<file path="config.mk">
export PLATFORM = sky130hd
export DESIGN_NAME = multicycle_ctrl
export DESIGN_NICKNAME = d
export VERILOG_FILES = /design/src/rtl/riscv_ctrl_pkg.sv /design/src/rtl/alu_decoder.sv /design/src/rtl/multicycle_ctrl.sv
export SDC_FILE = /design/constraint.sdc
export NUM_CORES = 1
export LEC_CHECK = 0
export CORE_MARGIN = 3
export CORE_UTILIZATION = 46
export DETAILED_ROUTE_END_ITERATION = 8
export DONT_BUFFER_PORTS = 1
export GPL_ROUTABILITY_DRIVEN = 0
export GPL_TIMING_DRIVEN = 0
export SLEW_MARGIN = 20
export SYNTH_ARGS = -nofsm -noshare
export SYNTH_HDL_FRONTEND = slang
export SYNTH_SLANG_ARGS = --single-unit
</file>
<file path="constraint.sdc">
create_clock -name clk_2 -period 3.1 [get_ports clk_2]
set_input_delay 0.465 -clock clk_2 [delete_from_list [all_inputs] [get_ports clk_2]]
set_output_delay 0.465 -clock clk_2 [all_outputs]
set_load 0.02 [all_outputs]
</file>
<file path="src/rtl/riscv_ctrl_pkg.sv">
// Shared encodings for the multicycle RISC-V control unit: FSM states,
// opcodes, ALU operation codes and datapath select codes.
package riscv_ctrl_pkg;

    // Encodings are visible on the LCD, so they are fixed explicitly.
    typedef enum logic [3:0] {
        FETCH    = 4'd0,
        DECODE   = 4'd1,
        MEMADR   = 4'd2,
        MEMREAD  = 4'd3,
        MEMWB    = 4'd4,
        MEMWRITE = 4'd5,
        EXECUTER = 4'd6,
        EXECUTEI = 4'd7,
        ALUWB    = 4'd8,
        BEQ      = 4'd9,
        JAL      = 4'd10,
        HALT     = 4'd11
    } state_t;

    localparam logic [6:0] OP_LW    = 7'b0000011;
    localparam logic [6:0] OP_SW    = 7'b0100011;
    localparam logic [6:0] OP_RTYPE = 7'b0110011;
    localparam logic [6:0] OP_IALU  = 7'b0010011;
    localparam logic [6:0] OP_BEQ   = 7'b1100011;
    localparam logic [6:0] OP_JAL   = 7'b1101111;

    localparam logic [2:0] ALU_ADD = 3'b000;
    localparam logic [2:0] ALU_SUB = 3'b001;
    localparam logic [2:0] ALU_AND = 3'b010;
    localparam logic [2:0] ALU_OR  = 3'b011;
    localparam logic [2:0] ALU_SLT = 3'b101;

    localparam logic [1:0] ALUOP_ADD   = 2'b00;
    localparam logic [1:0] ALUOP_SUB   = 2'b01;
    localparam logic [1:0] ALUOP_FUNCT = 2'b10;

    localparam logic [1:0] RES_ALUOUT    = 2'b00;
    localparam logic [1:0] RES_DATA      = 2'b01;
    localparam logic [1:0] RES_ALURESULT = 2'b10;

    localparam logic [1:0] SRCA_PC    = 2'b00;
    localparam logic [1:0] SRCA_OLDPC = 2'b01;
    localparam logic [1:0] SRCA_RS1   = 2'b10;

    localparam logic [1:0] SRCB_RS2  = 2'b00;
    localparam logic [1:0] SRCB_IMM  = 2'b01;
    localparam logic [1:0] SRCB_FOUR = 2'b10;

    localparam logic [1:0] IMM_I = 2'b00;
    localparam logic [1:0] IMM_S = 2'b01;
    localparam logic [1:0] IMM_B = 2'b10;
    localparam logic [1:0] IMM_J = 2'b11;

endpackage

</file>
<file path="src/rtl/alu_decoder.sv">
// Maps the FSM's coarse ALUOp plus the instruction function fields onto
// the ALU operation code. Purely combinational.
module alu_decoder
    import riscv_ctrl_pkg::*;
(
    input  logic [1:0] ALUOp,
    input  logic [2:0] funct3,
    input  logic       op5,
    input  logic       funct7b5,
    output logic [2:0] ALUControl
);

    // Subtract only for R-type with funct7[5] set; I-type addi never subtracts.
    always_comb begin
        ALUControl = ALU_ADD;
        case (ALUOp)
            ALUOP_SUB: ALUControl = ALU_SUB;
            ALUOP_FUNCT: begin
                case (funct3)
                    3'b000:  ALUControl = (op5 & funct7b5) ? ALU_SUB : ALU_ADD;
                    3'b010:  ALUControl = ALU_SLT;
                    3'b110:  ALUControl = ALU_OR;
                    3'b111:  ALUControl = ALU_AND;
                    default: ALUControl = ALU_ADD;
                endcase
            end
            default: ALUControl = ALU_ADD;
        endcase
    end

endmodule

</file>
<file path="src/rtl/multicycle_ctrl.sv">
// Control FSM for the multicycle RISC-V datapath, with an enable for
// free-run / single-step and LCD debug outputs (state, illegal, instret).
module multicycle_ctrl
    import riscv_ctrl_pkg::*;
#(
    parameter int NBITS = 8
) (
    input  logic             clk_2,
    input  logic             reset,
    input  logic             en,
    input  logic [6:0]       op,
    input  logic [2:0]       funct3,
    input  logic             funct7b5,
    input  logic             zero,
    output logic             PCWrite,
    output logic             IRWrite,
    output logic             MemWrite,
    output logic             RegWrite,
    output logic             AdrSrc,
    output logic [1:0]       ResultSrc,
    output logic [1:0]       ALUSrcA,
    output logic [1:0]       ALUSrcB,
    output logic [2:0]       ALUControl,
    output logic [1:0]       ImmSrc,
    output logic [3:0]       state,
    output logic             illegal,
    output logic [NBITS-1:0] instret
);

    state_t           state_q, state_d, stateNext;
    logic             illegal_q, illegal_d;
    logic [NBITS-1:0] instret_q, instret_d;

    logic       pcUpdate, branch, irWriteS, memWriteS, regWriteS;
    logic [1:0] aluOp;

    always_comb begin
        stateNext = state_q;
        case (state_q)
            FETCH: stateNext = DECODE;
            DECODE: begin
                case (op)
                    OP_LW, OP_SW: stateNext = MEMADR;
                    OP_RTYPE:     stateNext = EXECUTER;
                    OP_IALU:      stateNext = EXECUTEI;
                    OP_BEQ:       stateNext = BEQ;
                    OP_JAL:       stateNext = JAL;
                    default:      stateNext = HALT;
                endcase
            end
            MEMADR:                     stateNext = (op == OP_LW) ? MEMREAD : MEMWRITE;
            MEMREAD:                    stateNext = MEMWB;
            MEMWB, MEMWRITE, ALUWB, BEQ: stateNext = FETCH;
            EXECUTER, EXECUTEI, JAL:    stateNext = ALUWB;
            default:                    stateNext = HALT;
        endcase
    end

    // Every state change, the sticky flag and the retire count are en-qualified.
    always_comb begin
        state_d   = en ? stateNext : state_q;
        illegal_d = illegal_q | (en && state_q == DECODE && stateNext == HALT);
        instret_d = instret_q;
        if (en && stateNext == FETCH) begin
            instret_d = instret_q + NBITS'(1);
        end
    end

    always_ff @(posedge clk_2 or posedge reset) begin
        if (reset) begin
            state_q   <= FETCH;
            illegal_q <= 1'b0;
            instret_q <= '0;
        end else begin
            state_q   <= state_d;
            illegal_q <= illegal_d;
            instret_q <= instret_d;
        end
    end

    always_comb begin
        irWriteS  = 1'b0;
        pcUpdate  = 1'b0;
        memWriteS = 1'b0;
        regWriteS = 1'b0;
        branch    = 1'b0;
        AdrSrc    = 1'b0;
        ResultSrc = RES_ALUOUT;
        ALUSrcA   = SRCA_PC;
        ALUSrcB   = SRCB_RS2;
        aluOp     = ALUOP_ADD;
        case (state_q)
            FETCH: begin
                irWriteS  = 1'b1;
                pcUpdate  = 1'b1;
                ALUSrcB   = SRCB_FOUR;
                ResultSrc = RES_ALURESULT;
            end
            DECODE:   begin ALUSrcA = SRCA_OLDPC; ALUSrcB = SRCB_IMM; end
            MEMADR:   begin ALUSrcA = SRCA_RS1;   ALUSrcB = SRCB_IMM; end
            MEMREAD:  AdrSrc = 1'b1;
            MEMWB:    begin ResultSrc = RES_DATA; regWriteS = 1'b1; end
            MEMWRITE: begin AdrSrc = 1'b1; memWriteS = 1'b1; end
            EXECUTER: begin ALUSrcA = SRCA_RS1; aluOp = ALUOP_FUNCT; end
            EXECUTEI: begin ALUSrcA = SRCA_RS1; ALUSrcB = SRCB_IMM; aluOp = ALUOP_FUNCT; end
            ALUWB:    regWriteS = 1'b1;
            BEQ:      begin ALUSrcA = SRCA_RS1; aluOp = ALUOP_SUB; branch = 1'b1; end
            JAL:      begin ALUSrcA = SRCA_OLDPC; ALUSrcB = SRCB_FOUR; pcUpdate = 1'b1; end
            default:  ;
        endcase
    end

    // Strobes are gated by en so a frozen core never writes anything.
    assign PCWrite  = en & (pcUpdate | (branch & zero));
    assign IRWrite  = en & irWriteS;
    assign MemWrite = en & memWriteS;
    assign RegWrite = en & regWriteS;

    alu_decoder u_aluDecoder (
        .ALUOp      (aluOp),
        .funct3     (funct3),
        .op5        (op[5]),
        .funct7b5   (funct7b5),
        .ALUControl (ALUControl)
    );

    always_comb begin
        ImmSrc = IMM_I;
        case (op)
            OP_SW:   ImmSrc = IMM_S;
            OP_BEQ:  ImmSrc = IMM_B;
            OP_JAL:  ImmSrc = IMM_J;
            default: ImmSrc = IMM_I;
        endcase
    end

    assign state   = state_q;
    assign illegal = illegal_q;
    assign instret = instret_q;

endmodule
</file>
======== After elaboration in Yosys (flattened, before gate mapping) ========
Index checks and enable logic that the tools add are counted.
storage, ports and cells
  flip-flop bits (word level) ............. 13
  output and inout bits ................... 29
  word-level logic and storage cells ...... 67
operators by class
  mux-type cells .......................... 17
  equal/unequal tests ..................... 22
  bitwise operators ....................... 8
  add/subtract/negate cells ............... 1
  reductions and logical operators ........ 16
operator list
  kind                                           number
  one-hot mux 4 bit (6 select lines)             1
  one-hot mux 4 bit (5 select lines)             1
  == test 4 x 3 -> 1 bit, second input constant  4
  == test 4 bit, second input constant           4
  one-hot mux 2 bit (2 select lines)             4
  == test 7 x 6 -> 1 bit, second input constant  2
  == test 7 bit, second input constant           2
  one-hot mux 3 bit (4 select lines)             1
  OR reduction 2 bit                             6
  adder 8 x 1 -> 8 bit, second input constant    1
  == test 4 x 2 -> 1 bit, second input constant  2
  zero test 4 bit                                2
  OR reduction 4 bit                             2
  == test 7 x 2 -> 1 bit, second input constant  1
  == test 7 x 5 -> 1 bit, second input constant  1
  2-to-1 mux 1 bit                               7
  AND 1 bit                                      6
  == test 3 bit, second input constant           2
  one-hot mux 2 bit (3 select lines)             1
  one-hot mux 3 bit (2 select lines)             1
  OR reduction 3 bit                             2
  == test 4 x 1 -> 1 bit, second input constant  1
  == test 3 x 2 -> 1 bit, second input constant  1
  logical AND 1 bit                              3
  other kinds (5)                                6

======== Logic depth before layout (Yosys ltp) ========
Gate-level depths: netlist (run 1).
  depth in word-level cells ............... 7
  gate-level depth with buffers ........... 9
  gate-level depth less buffers ........... 7

======== Cells and area by module ========
Synthesis (run 1) repeated with hierarchy kept, for this count alone.
unflattened totals
  cells, all modules ...................... 121
  area total of the unflattened synthesis .. 1037.2 sq um
by module, submodules not included
  module           seq. area each (sq um)  times used  cells each  area each (sq um)
  multicycle_ctrl  325.3                   1           110         940.9
  alu_decoder      0.0                     1           11          96.3

======== Worst setup path before layout (run 1) ========
Ideal clock, no wire load.
  path kind ............................... flip-flop to output port
  start point ............................. reg state_q[1] (netlist: state[1])
  end point ............................... out ALUControl[2]
  setup slack ............................. 504 ps
  stages on the path, launching flop included .. 6
  data arrival time ....................... 2131 ps
  cells stage by stage .................... dfrtp_1 clkbuf_1 clkbuf_1 nand2_1 ha_1 nor4_1
on the way
  cells in the longest elaborated chain, start to end .. 5
  elaborated cells on any way between the ends .. 8
ends and longest elaborated chain
  item                                                     line                   source
  from (decl)                                              multicycle_ctrl.sv:30  state_t state_q, state_d, stateNext;
  from (signal assigned)                                   multicycle_ctrl.sv:75  state_q <= state_d;
  == test 4 x 3 -> 1 bit                                   multicycle_ctrl.sv:92  case (state_q)
  OR reduction 2 bit (no source line)                      n/a
  one-hot mux 2 bit (2 select lines) (*)                   multicycle_ctrl.sv:92
  == test 2 bit or == test 2 x 1 -> 1 bit (tied branches)  alu_decoder.sv:16      case (ALUOp)
  one-hot mux 3 bit (2 select lines) (*)                   alu_decoder.sv:16
  to (decl)                                                multicycle_ctrl.sv:23  output logic [2:0] ALUControl,
Mark *: on every way between the ends. The rest lies on a longest branch, timed or not.

======== Worst setup path in the final report (run 1) ========
  start point ............................. reg state_q[3] (netlist: state[3])
  end point ............................... out ALUControl[2]
Same word-level chain as after synthesis.

==> results by group, run 1 <==
Status
  • Run status: finished, final reports clean

Finish
  • Fill cells: 218
  • Most frequent cells in the layout: nor2_1, dfrtp_1, xnor2_1, nand3_1, a21oi_1
  • Share of post-route cells with drive strength above 1: 0.110
  • Layout area overhead: 6.82%
  • Most common cell after layout, fill and taps aside: nor2_1
  • Finished Layout Cells: 154
  • Fin nets: 146
  • Number of diodes: 0
  • Finished Cell Area: 0.00114 mm^2

Critical path
  • CP arrival: 2.45 ns
  • Crit Path Max Fanout: 10
  • WS Path Type: reg2out
  • Startpoint Class: register
  • WP data required: 2.63 ns
  • Critical Path Sink Type: primary output

Power and ir drop
  • Power Dens Cells: 1110 mW/mm^2
  • P_leak: ~0.47 nW
  • Pwr Total: ~1.3 mW
  • VDD IR max: 0.000584 V

Timing
  • WHS: 0.0868 ns
  • Fmax: 343 MHz
  • RSZ-0062 raised after global routing: no
  • Slew HR: 0.405
  • Setup-failing EPs final: 0
  • Slew Limit Fails: 0
  • Setup Skew: 0.00643 ns
  • Least-Margin Pin Slew: roughly 0.9 ns
  • Final hold violation count: 0
  • Fin crit share: 0.942
  • Min Clock Period, post-route: 2.92 ns
  • Total Neg Setup Slack: 0 ns

Routing
  • DRC: 0
  • WL per Instance: 14.8 um
  • Final ANT Viol Nets: 0
  • Detailed Route Iter0 Violations: 9
  • Via count: 911
  • First drt pass iteration count: 4
  • WL final: 2270 um
  • Vias/cell: about 5.9

Logic synthesis
  • Library cells used by synthesis: 37
  • Post-Synth XOR/XNOR Area: 0.0906
  • EDFF count, synth: 0
  • Largest family of logic cells by synthesized area: simple AND/OR/NAND/NOR gates
  • Mean area per synthesized cell: a little under 9 um^2
  • Synth warn: 0
  • Synth Flop Type: dfrtp_1
  • Post-synthesis compound-gate area fraction: 0.125
  • Yosys top cell by area: dfrtp_1
  • Mapped cell area: approximately 0.0011 mm^2
  • Synth top area share: 0.306
  • Synth Area in Adders: 0.0353
  • Post-synth ARST share: 1.00
  • Post-synthesis simple-gate area fraction: 0.366
  • Post-synthesis register bit count: 13
  • Mux cell area share after synthesis: 0.0353
  • Post-Syn Nets: ~140
  • Synth area leaders: dfrtp_1, xnor2_1, nor2_1
  • Register area share after synthesis: 0.306
  • Mapped Cells: around 120

GRT
  • Largest net degree at the start of global routing: 14
  • Total track usage: 0.175
  • Vias in the first global route: 870
  • Global-route wire length before repair: 3780 um
  • GRT overflow: 0
  • Initial antenna violation count: 0

Clock tree
  • Worst skew pair latency: about 0.28 ns
  • CTS Buf Count: 3
  • CTS tree: built
  • CTS root buf: clkbuf_4
  • Clock-pin slew of the registers on the worst-case setup and hold paths: roughly 0.080 ns
  • PostCTS Resize Cnt: 2
  • H-tree depth: 1
  • Hold Buf Count CTS: 0
  • Clk buf depth: 2
  • Postcts setup bufs: 0
  • # clock sinks: 13

Place
  • Cell Area, Placed: 0.00110 mm^2
  • Port bufs: 0
  • Post-detail-place hpwl: 1780 um
  • Dpl cells: 150

Min path
  • HP Class: in2async

Floorplanning
  • Starting density of the core: 0.511
  • Die Y: 54.1 um
  • Die Footprint: roughly 0.0029 mm^2
  • Die Wd: 54.1 um
  • Io pins: 44
  • Core area: 0.00208 mm^2
  • Site Rows: 16

Flow run
  • Total of max-cap violations: 0
## final cells by class
type	count	area, um^2	area share
buffer	7	27.5	0.0242
sequential	13	325	0.286
tap	27	33.8	0.0297
clock buffer	4	26.3	0.0231
multi-input combinational	98	704	0.620
inverter	5	18.8	0.0165
## metrics by stage
step,setup WS [ns],util
floorplan,0.504,-
global placement,0.250,0.527
detailed placement,0.224,0.527
CTS,0.145,0.545
global route,0.0513,0.546
finish,0.181,0.546
## layer usage
metal / GRT usage / share of wire
met1: 0.231 / 0.46
met2: 0.266 / 0.42
met3: 0.0831 / 0.12
met4: 0.0249 / 0.0035
met5: 0 / 0
## sequential cells by signal, indices dropped and copies added (netlist names)
name,cells
instret,8
illegal,1
state,4
## cells in the mapped netlist, drive strengths merged, types with 4 or more instances
library cell	n
dfrtp	13
xnor2	9
nand2b	4
nand3	9
nand2	7
nor2	16
inv	5
a21oi	8
and3	4
nor3b	5
clkbuf	7
## where the power goes
group          switching, mW  leakage, nW  total (mW)  internal [mW]
clock network         0.0539       0.0150       0.104         0.0499
logic                  0.483        0.288       0.764          0.281
registers              0.159        0.165       0.391          0.232
## path summary, 6_finish.rpt
kind / startpoint / to / slack [ns] / depth (start not counted)
max: state[3]$_DFFE_PP0P_ / ALUControl[2] / 0.18 / 6
min: reset / state[3]$_DFFE_PP0P_ / 0.09 / 1
max reg2reg: state[1]$_DFFE_PP0P_ / instret[1]$_DFFE_PP0P_ / 0.91 / 7
min reg2reg: instret[7]$_DFFE_PP0P_ / instret[7]$_DFFE_PP0P_ / 0.61 / 1
max in group asynchronous: reset / instret[3]$_DFFE_PP0P_ / 2.68 / 1
min in group clk_2: en / instret[0]$_DFFE_PP0P_ / 0.52 / 3
## kinds of logic after synthesis
family          after synthesis
flops                        13
fa+ha+maj                     3
buf+inv                      12
xor+xnor                     11
simple gates                 62
mux                           3
compound gates               19
## critical path, stage by stage (launching register included)
cell	delay, ns
dfrtp_1	0.47
clkbuf_1	0.33
clkbuf_1	0.37
nor2b_1	0.12
nand2_1	0.11
ha_1	0.25
nor4_2	0.51
No activity file was read; power rests on OpenSTA's default activity.
==> run 2, diff against run 1 <==
- ABC_AREA: default -> 1
- CTS_CLUSTER_SIZE: default -> 16
- clock period: 3.1 -> 3.42 ns (I/O delays scaled with it)
==> run 2 against run 1 <==
Largest cell class unchanged. Global-route usage shrank 0.43 points. Sequential share of layout area grew 2.4 points. Final cell count increased by 18%. Via count down 0.22%. Die area down 6.3%. Worst hold slack better by 0.046 ns.
==> results by group, run 2 <==
Floorplanning
  • Site Rows: 16 (unchanged)
  • Die Wd: 52.4 um (was 54.1 um)
  • Core area: 0.00200 mm^2 (was 0.00208 mm^2)
  • Io pins: 44 (unchanged)
  • Starting density of the core: 0.494 (was 0.511)
  • Die Footprint: 0.00274 mm^2 (was 0.00293 mm^2)
  • Die Y: 52.4 um (was 54.1 um)

Finish
  • Number of diodes: 0 (unchanged)
  • Most frequent cells in the layout: nand2_1, inv_1, nor2_1, dfrtp_1, nand3_1 (was nor2_1, dfrtp_1, xnor2_1, nand3_1, a21oi_1)
  • Most common cell after layout, fill and taps aside: nand2_1 (was nor2_1)
  • Sequential cell area: 325 um^2 (unchanged)
  • Layout area overhead: 6.08% (was 6.82%)
  • Fill cells: 218 (unchanged)
  • Share of post-route cells with drive strength above 1: 0.0714 (was 0.110)
  • Number of flip-flops in the largest register: 8 (unchanged)
  • Multi-input logic area: 547 um^2 (was 704 um^2)
  • Fin nets: 173 (was 146)

Timing
  • Final hold violation count: 0 (unchanged)
  • WHS: 0.132 ns (was 0.0868 ns)
  • Total Neg Setup Slack: 0 ns (unchanged)
  • Fmax: about 320 MHz
  • Fin crit share: 0.918
  • Least-Margin Pin Slew: 0.874 ns (was 0.884 ns)
  • Setup-failing EPs final: 0 (unchanged)
  • Slew Limit Fails: 0 (unchanged)
  • Setup Skew: 0.0108 ns (was 0.00643 ns)
  • RSZ-0062 raised after global routing: no (unchanged)
  • Min Clock Period, post-route: 3.14 ns
  • Slew HR: 0.412 (was 0.405)

Critical path
  • WS Path Type: reg2out (unchanged)
  • Crit Path Max Fanout: 6 (was 10)
  • WP data required: 2.91 ns (was 2.63 ns)
  • Critical Path Sink Type: primary output (unchanged)
  • Startpoint Class: register (unchanged)
  • CP arrival: 2.63 ns (was 2.45 ns)

GRT
  • Largest net degree at the start of global routing: 14 (unchanged)
  • Initial antenna violation count: 0 (unchanged)
  • Global-route wire length before repair: 3550 um (was 3780 um)
  • Total track usage: 0.171 (was 0.175)
  • GRT overflow: 0 (unchanged)
  • Vias in the first global route: 804 (was 870)

Clock tree
  • Hold Buf Count CTS: 0 (unchanged)
  • Clock-pin slew of the registers on the worst-case setup and hold paths: 0.08 ns (about the same)
  • H-tree depth: 1 (unchanged)
  • # clock sinks: 13 (unchanged)
  • Worst skew pair latency: 0.28 ns (about the same)
  • Postcts setup bufs: 0 (unchanged)
  • Clk buf depth: 2 (unchanged)
  • CTS Buf Count: 3 (unchanged)
  • PostCTS Resize Cnt: 0 (was 2)
  • CTS tree: built (unchanged)
  • CTS root buf: clkbuf_4 (unchanged)

Logic synthesis
  • Mux cell area share after synthesis: 0 (was 0.0353)
  • Post-synthesis compound-gate area fraction: 0.0987 (was 0.125)
  • Post-synthesis simple-gate area fraction: 0.354 (was 0.366)
  • Post-synth ARST share: 1.00 (unchanged)
  • Mapped cell area: 988 um^2 (was 0.00106 mm^2)
  • Synth area leaders: dfrtp_1, nand2_1, inv_1 (was dfrtp_1, xnor2_1, nor2_1)
  • Synth Area in Adders: 0.0380 (was 0.0353)
  • Synth top area share: 0.329 (was 0.306)
  • Synth warn: 0 (unchanged)
  • Synth cell count leaders: nand2_1, inv_1, nor2_1 (was nor2_1, dfrtp_1, nand3_1, xnor2_1, a21oi_1)
  • Mean area per synthesized cell: 6.59 um^2 (was 8.65 um^2)
  • Count leader, synth: nand2_1 (was nor2_1)
  • Library cells used by synthesis: 25 (was 37)
  • Synth Flop Type: dfrtp_1 (unchanged)
  • Register area share after synthesis: 0.329 (was 0.306)
  • EDFF count, synth: 0 (unchanged)
  • Post-Synth XOR/XNOR Area: 0.0620 (was 0.0906)
  • Largest family of logic cells by synthesized area: simple AND/OR/NAND/NOR gates (unchanged)
  • Yosys top cell by area: dfrtp_1 (unchanged)
  • Mapped Cells: 150 (was 123)
  • Post-Syn Nets: 168 (was 141)
  • Post-synthesis register bit count: 13 (unchanged)

Routing
  • Met3 WL: 181 um (was 271 um)
  • Wire length on met1: 1070 um (was 1050 um)
  • Final ANT Viol Nets: 0 (unchanged)
  • Max Used Layer: met3 (was met4)
  • Via count: 909 (was 911)
  • First drt pass iteration count: 4 (unchanged)
  • DRC: 0 (unchanged)
  • WL per Instance: 11.9 um (was 14.8 um)
  • Vias/cell: 5.02 (was 5.92)
  • Met2 wire len: 894 um (was 944 um)
  • Detailed Route Iter0 Violations: 12 (was 9)
  • WL final: 2150 um (was 2270 um)

Power and ir drop
  • P_leak: 0.533 nW (was 0.468 nW)
  • NetSw: 545 uW (was 696 uW)
  • Net Sw Frac: 0.583 (was 0.553)
  • Logic pwr share: 0.511 (was 0.607)
  • Cell internal pwr: 390 uW (was 564 uW)
  • Sequential power share: 0.388 (was 0.311)
  • Power Dens Cells: 892 mW/mm^2 (was 1110 mW/mm^2)
  • VDD IR max: 0.000432 V (was 0.000584 V)
  • Clock power share: 0.100 (was 0.082)

Place
  • Port bufs: 0 (unchanged)
  • Post-detail-place hpwl: 1760 um (was 1780 um)

Status
  • Run status: finished, final reports clean (unchanged)

Min path
  • HP Class: in2async (unchanged)

Flow run
  • Total of max-cap violations: 0 (unchanged)
==> run 2: worst paths after layout <==
path                                          end  slack [ns]  cells after the start                 start
setup reg to reg           instret[3]$_DFFE_PP0P_        1.90                      6  state[3]$_DFFE_PP0P_
max in group asynchronous  instret[4]$_DFFE_PP0P_        2.95                      1                 reset
min in group clk_2           state[0]$_DFFE_PP0P_        0.48                      2                    en
hold reg to reg                 illegal$_DFF_PP0_        0.61                      2     illegal$_DFF_PP0_
hold / removal             instret[5]$_DFFE_PP0P_        0.13                      1                 reset
setup / recovery                    ALUControl[2]        0.28                      7  state[3]$_DFFE_PP0P_
==> run 2: routing by layer <==
layer,up-vias,GRT usage
met5,-,0
met4,0,0.0255
met3,0,0.0598
met2,32,0.248
met1,393,0.246
li1,484,-
==> run 2: cell families (layout without fill, tap and decap cells) <==
| kind of cell | count (synthesis) | count (layout) |
|---|---|---|
| buffers and inverters | 30 | 34 |
| flip-flops | 13 | 13 |
| XOR/XNOR | 7 | 7 |
| adder cells (fa/ha/maj) | 3 | 3 |
| AND/OR/NAND/NOR | 81 | 81 |
| AO/OA/AOI/OAI | 16 | 16 |
==> run 2: stage by stage <==
stage                     utilization  total power, mW  std cells  setup WS (ns)  area [um^2]
after detailed placement        0.511            0.849        177          0.574         1020
final                           0.524            0.935        181          0.281         1050
after CTS                       0.524            0.946        181          0.265         1050
after global placement          0.511            0.844        177          0.559         1020
after global routing            0.524             1.03        181         0.0707         1050
after floorplan                     -            0.759        150          0.757          988
==> run 2: area by class of cell <==
cell class                      instances  area share
Inverter                               29       0.104
Tap cell                               27      0.0322
Sequential cell                        13       0.310
Clock buffer                            4      0.0251
Buffer                                  1     0.00716
Multi-Input combinational cell        107       0.521
==> run 2: power by group through the flow <==
stage	registers (mW)	clock network [mW]	logic, mW
floorplan	0.346	0	0.413
global placement	0.366	0	0.478
detailed placement	0.368	0	0.482
CTS	0.364	0.0978	0.484
global route	0.374	0.106	0.549
finish	0.363	0.0939	0.478
==> run 2: worst max-delay path, stage by stage, from the launching register on <==
cell and delay (ns):
dfrtp_1 0.51, inv_1 0.11, nand2_1 0.15, nor2_1 0.21
inv_1 0.09, ha_1 0.31, or2_2 0.31, nor4_1 0.67
==> run 3, diff against run 2 <==
- CORE_UTILIZATION: 46 -> 44
- DONT_BUFFER_PORTS: 1 -> default
- PLACE_DENSITY: default -> 0.84
- SKIP_CTS_REPAIR_TIMING: default -> 1
==> run 3 against run 2 <==
Design area is 40% higher. First-iteration DRC count grew to 3.8 times the previous value. Highest routed layer is now met4. Non-clock buffer count is 42 higher. Critical endpoint is now ALUControl[0]. Via count is 21% higher. Clock-buffer cell count stayed put.
==> results by group, run 3 (same netlist as run 2, synthesis figures left out) <==
Status
  • Run status: finished, final reports clean (unchanged)

Floorplanning
  • Core area: 0.00204 mm^2 (was 0.00200 mm^2)
  • Die Footprint: 0.00285 mm^2 (was 0.00274 mm^2)
  • Io pins: 44 (unchanged)
  • Site Rows: 16 (unchanged)
  • Starting density of the core: 0.484 (was 0.494)
  • Die Y: 53.4 um (was 52.4 um)
  • Die Wd: 53.4 um (was 52.4 um)

Timing
  • Least-Margin Pin Slew: 0.486 ns (was 0.874 ns)
  • Min Clock Period, post-route: 3.18 ns (was 3.14 ns)
  • Fin crit share: 0.930 (was 0.918)
  • Total Neg Setup Slack: 0 ns (unchanged)
  • Fmax: 315 MHz (was 319 MHz)
  • RSZ-0062 raised after global routing: no (unchanged)
  • Final hold violation count: 0 (unchanged)
  • WHS: 0.481 ns (was 0.132 ns)
  • Slew Limit Fails: 0 (unchanged)
  • Setup ws final: 0.241 ns (was 0.281 ns)
  • Slew HR: 0.676 (was 0.412)
  • Setup-failing EPs final: 0 (unchanged)
  • Setup Skew: 0.00453 ns (was 0.0108 ns)

Critical path
  • Crit Path Max Fanout: 6 (unchanged)
  • WP data required: 2.91 ns (about the same)
  • CP arrival: 2.67 ns (was 2.63 ns)
  • Critical Path Sink Type: primary output (unchanged)
  • WS Path Type: reg2out (unchanged)
  • Startpoint Class: register (unchanged)
  • Reg2Reg Depth: 7 (was 6)

Clock tree
  • CTS tree: built (unchanged)
  • # clock sinks: 13 (unchanged)
  • Clock-pin slew of the registers on the worst-case setup and hold paths: 0.08 ns (about the same)
  • H-tree depth: 1 (unchanged)
  • CTS Buf Count: 3 (unchanged)
  • Worst skew pair latency: 0.28 ns (about the same)
  • CTS root buf: clkbuf_4 (unchanged)
  • Clk buf depth: 2 (unchanged)

Finish
  • Number of diodes: 0 (unchanged)
  • Fill cells: 184 (was 218)
  • Most common cell after layout, fill and taps aside: clkdlybuf4s50_1 (was nand2_1)
  • Fin nets: 215 (was 173)
  • Finished Layout Cells: 223 (was 181)
  • Most frequent cells in the layout: clkdlybuf4s50_1, nand2_1, inv_1, nor2_1, dfrtp_1 (was nand2_1, inv_1, nor2_1, dfrtp_1, nand3_1)
  • Layout area overhead: 48.9% (was 6.08%)
  • Number of flip-flops in the largest register: 8 (unchanged)
  • Layout Utilization: 0.721 (was 0.524)
  • Finished Cell Area: 0.00147 mm^2 (was 0.00105 mm^2)
  • Share of post-route cells with drive strength above 1: 0.0561 (was 0.0714)

Routing
  • First drt pass iteration count: 5 (was 4)
  • DRC: 0 (unchanged)
  • Via count: 1,101 (was 909)
  • Final ANT Viol Nets: 0 (unchanged)
  • WL final: 2540 um (was 2150 um)
  • Detailed Route Iter0 Violations: 45 (was 12)
  • Vias/cell: 4.94 (was 5.02)
  • WL per Instance: 11.4 um (was 11.9 um)

GRT
  • Largest net degree at the start of global routing: 14 (unchanged)
  • Vias in the first global route: 979 (was 804)
  • GRT overflow: 0 (unchanged)
  • Global-route wire length before repair: 4310 um (was 3550 um)
  • Initial antenna violation count: 0 (unchanged)
  • Total track usage: 0.203 (was 0.171)

Power and ir drop
  • Pwr Total: 1.20 mW (was 935 uW)
  • Power Dens Cells: 817 mW/mm^2 (was 892 mW/mm^2)
  • VDD IR max: 0.000506 V (was 0.000432 V)
  • P_leak: 0.708 nW (was 0.533 nW)

Min path
  • HP Class: in2reg (was in2async)
  • Hold Path Stages: 2

Place
  • DP Worst Slack: 0.477 ns (was 0.574 ns)
  • Port bufs: 42 (was 0)
  • Cell Area, Placed: 0.00144 mm^2 (was 0.00102 mm^2)
  • Post-detail-place hpwl: 2070 um (was 1760 um)
  • Dpl cells: 219 (was 177)

Flow run
  • Total of max-cap violations: 0 (unchanged)
==> run 3: critical path, cell delays in order (launching register included) <==
cell             delay [ns]
dfrtp_1                0.44
inv_1                  0.09
nand2_1                0.15
nor2_1                 0.22
inv_1                  0.09
ha_1                   0.31
or2_2                  0.31
o22ai_1                0.14
clkdlybuf4s50_1        0.63
==> run 3: area by class of cell <==
| type | count | area (um^2) | share of cell area |
|---|---|---|---|
| Multi-Input combinational cell | 107 | 547 | 0.372 |
| Sequential cell | 13 | 325 | 0.221 |
| Tap cell | 27 | 33.8 | 0.0230 |
| Timing Repair Buffer | 42 | 423 | 0.287 |
| Inverter | 29 | 109 | 0.0740 |
| Clock buffer | 4 | 26.3 | 0.0179 |
| Buffer | 1 | 7.51 | 0.00510 |
==> run 3: per-layer routing <==
metal,track usage,part of all wire,vias to the layer above
met2,0.314,0.46,51
met4,0.0766,0.017,0
li1,-,-,562
met5,0,0,-
met1,0.284,0.45,483
met3,0.0254,0.078,5
==> run 3: worst paths after layout <==
path | endpoint | slack, ns | startpoint
min reg2reg | illegal$_DFF_PP0_ | 0.48 | illegal$_DFF_PP0_
max in group asynchronous | instret[4]$_DFFE_PP0P_ | 2.53 | reset
max | ALUControl[0] | 0.24 | state[3]$_DFFE_PP0P_
max reg2reg | illegal$_DFF_PP0_ | 1.97 | state[3]$_DFFE_PP0P_
min in group asynchronous | state[2]$_DFFE_PP0P_ | 0.56 | reset
min | state[0]$_DFFE_PP0P_ | 0.48 | en
==> run 3: report_power, final <==
group / internal [mW] / total (mW) / switching [mW]
Sequential: 0.211 / 0.285 / 0.0741
Combinational: 0.351 / 0.820 / 0.469
Clock: 0.0452 / 0.0968 / 0.0516
Total: 0.608 / 1.20 / 0.594
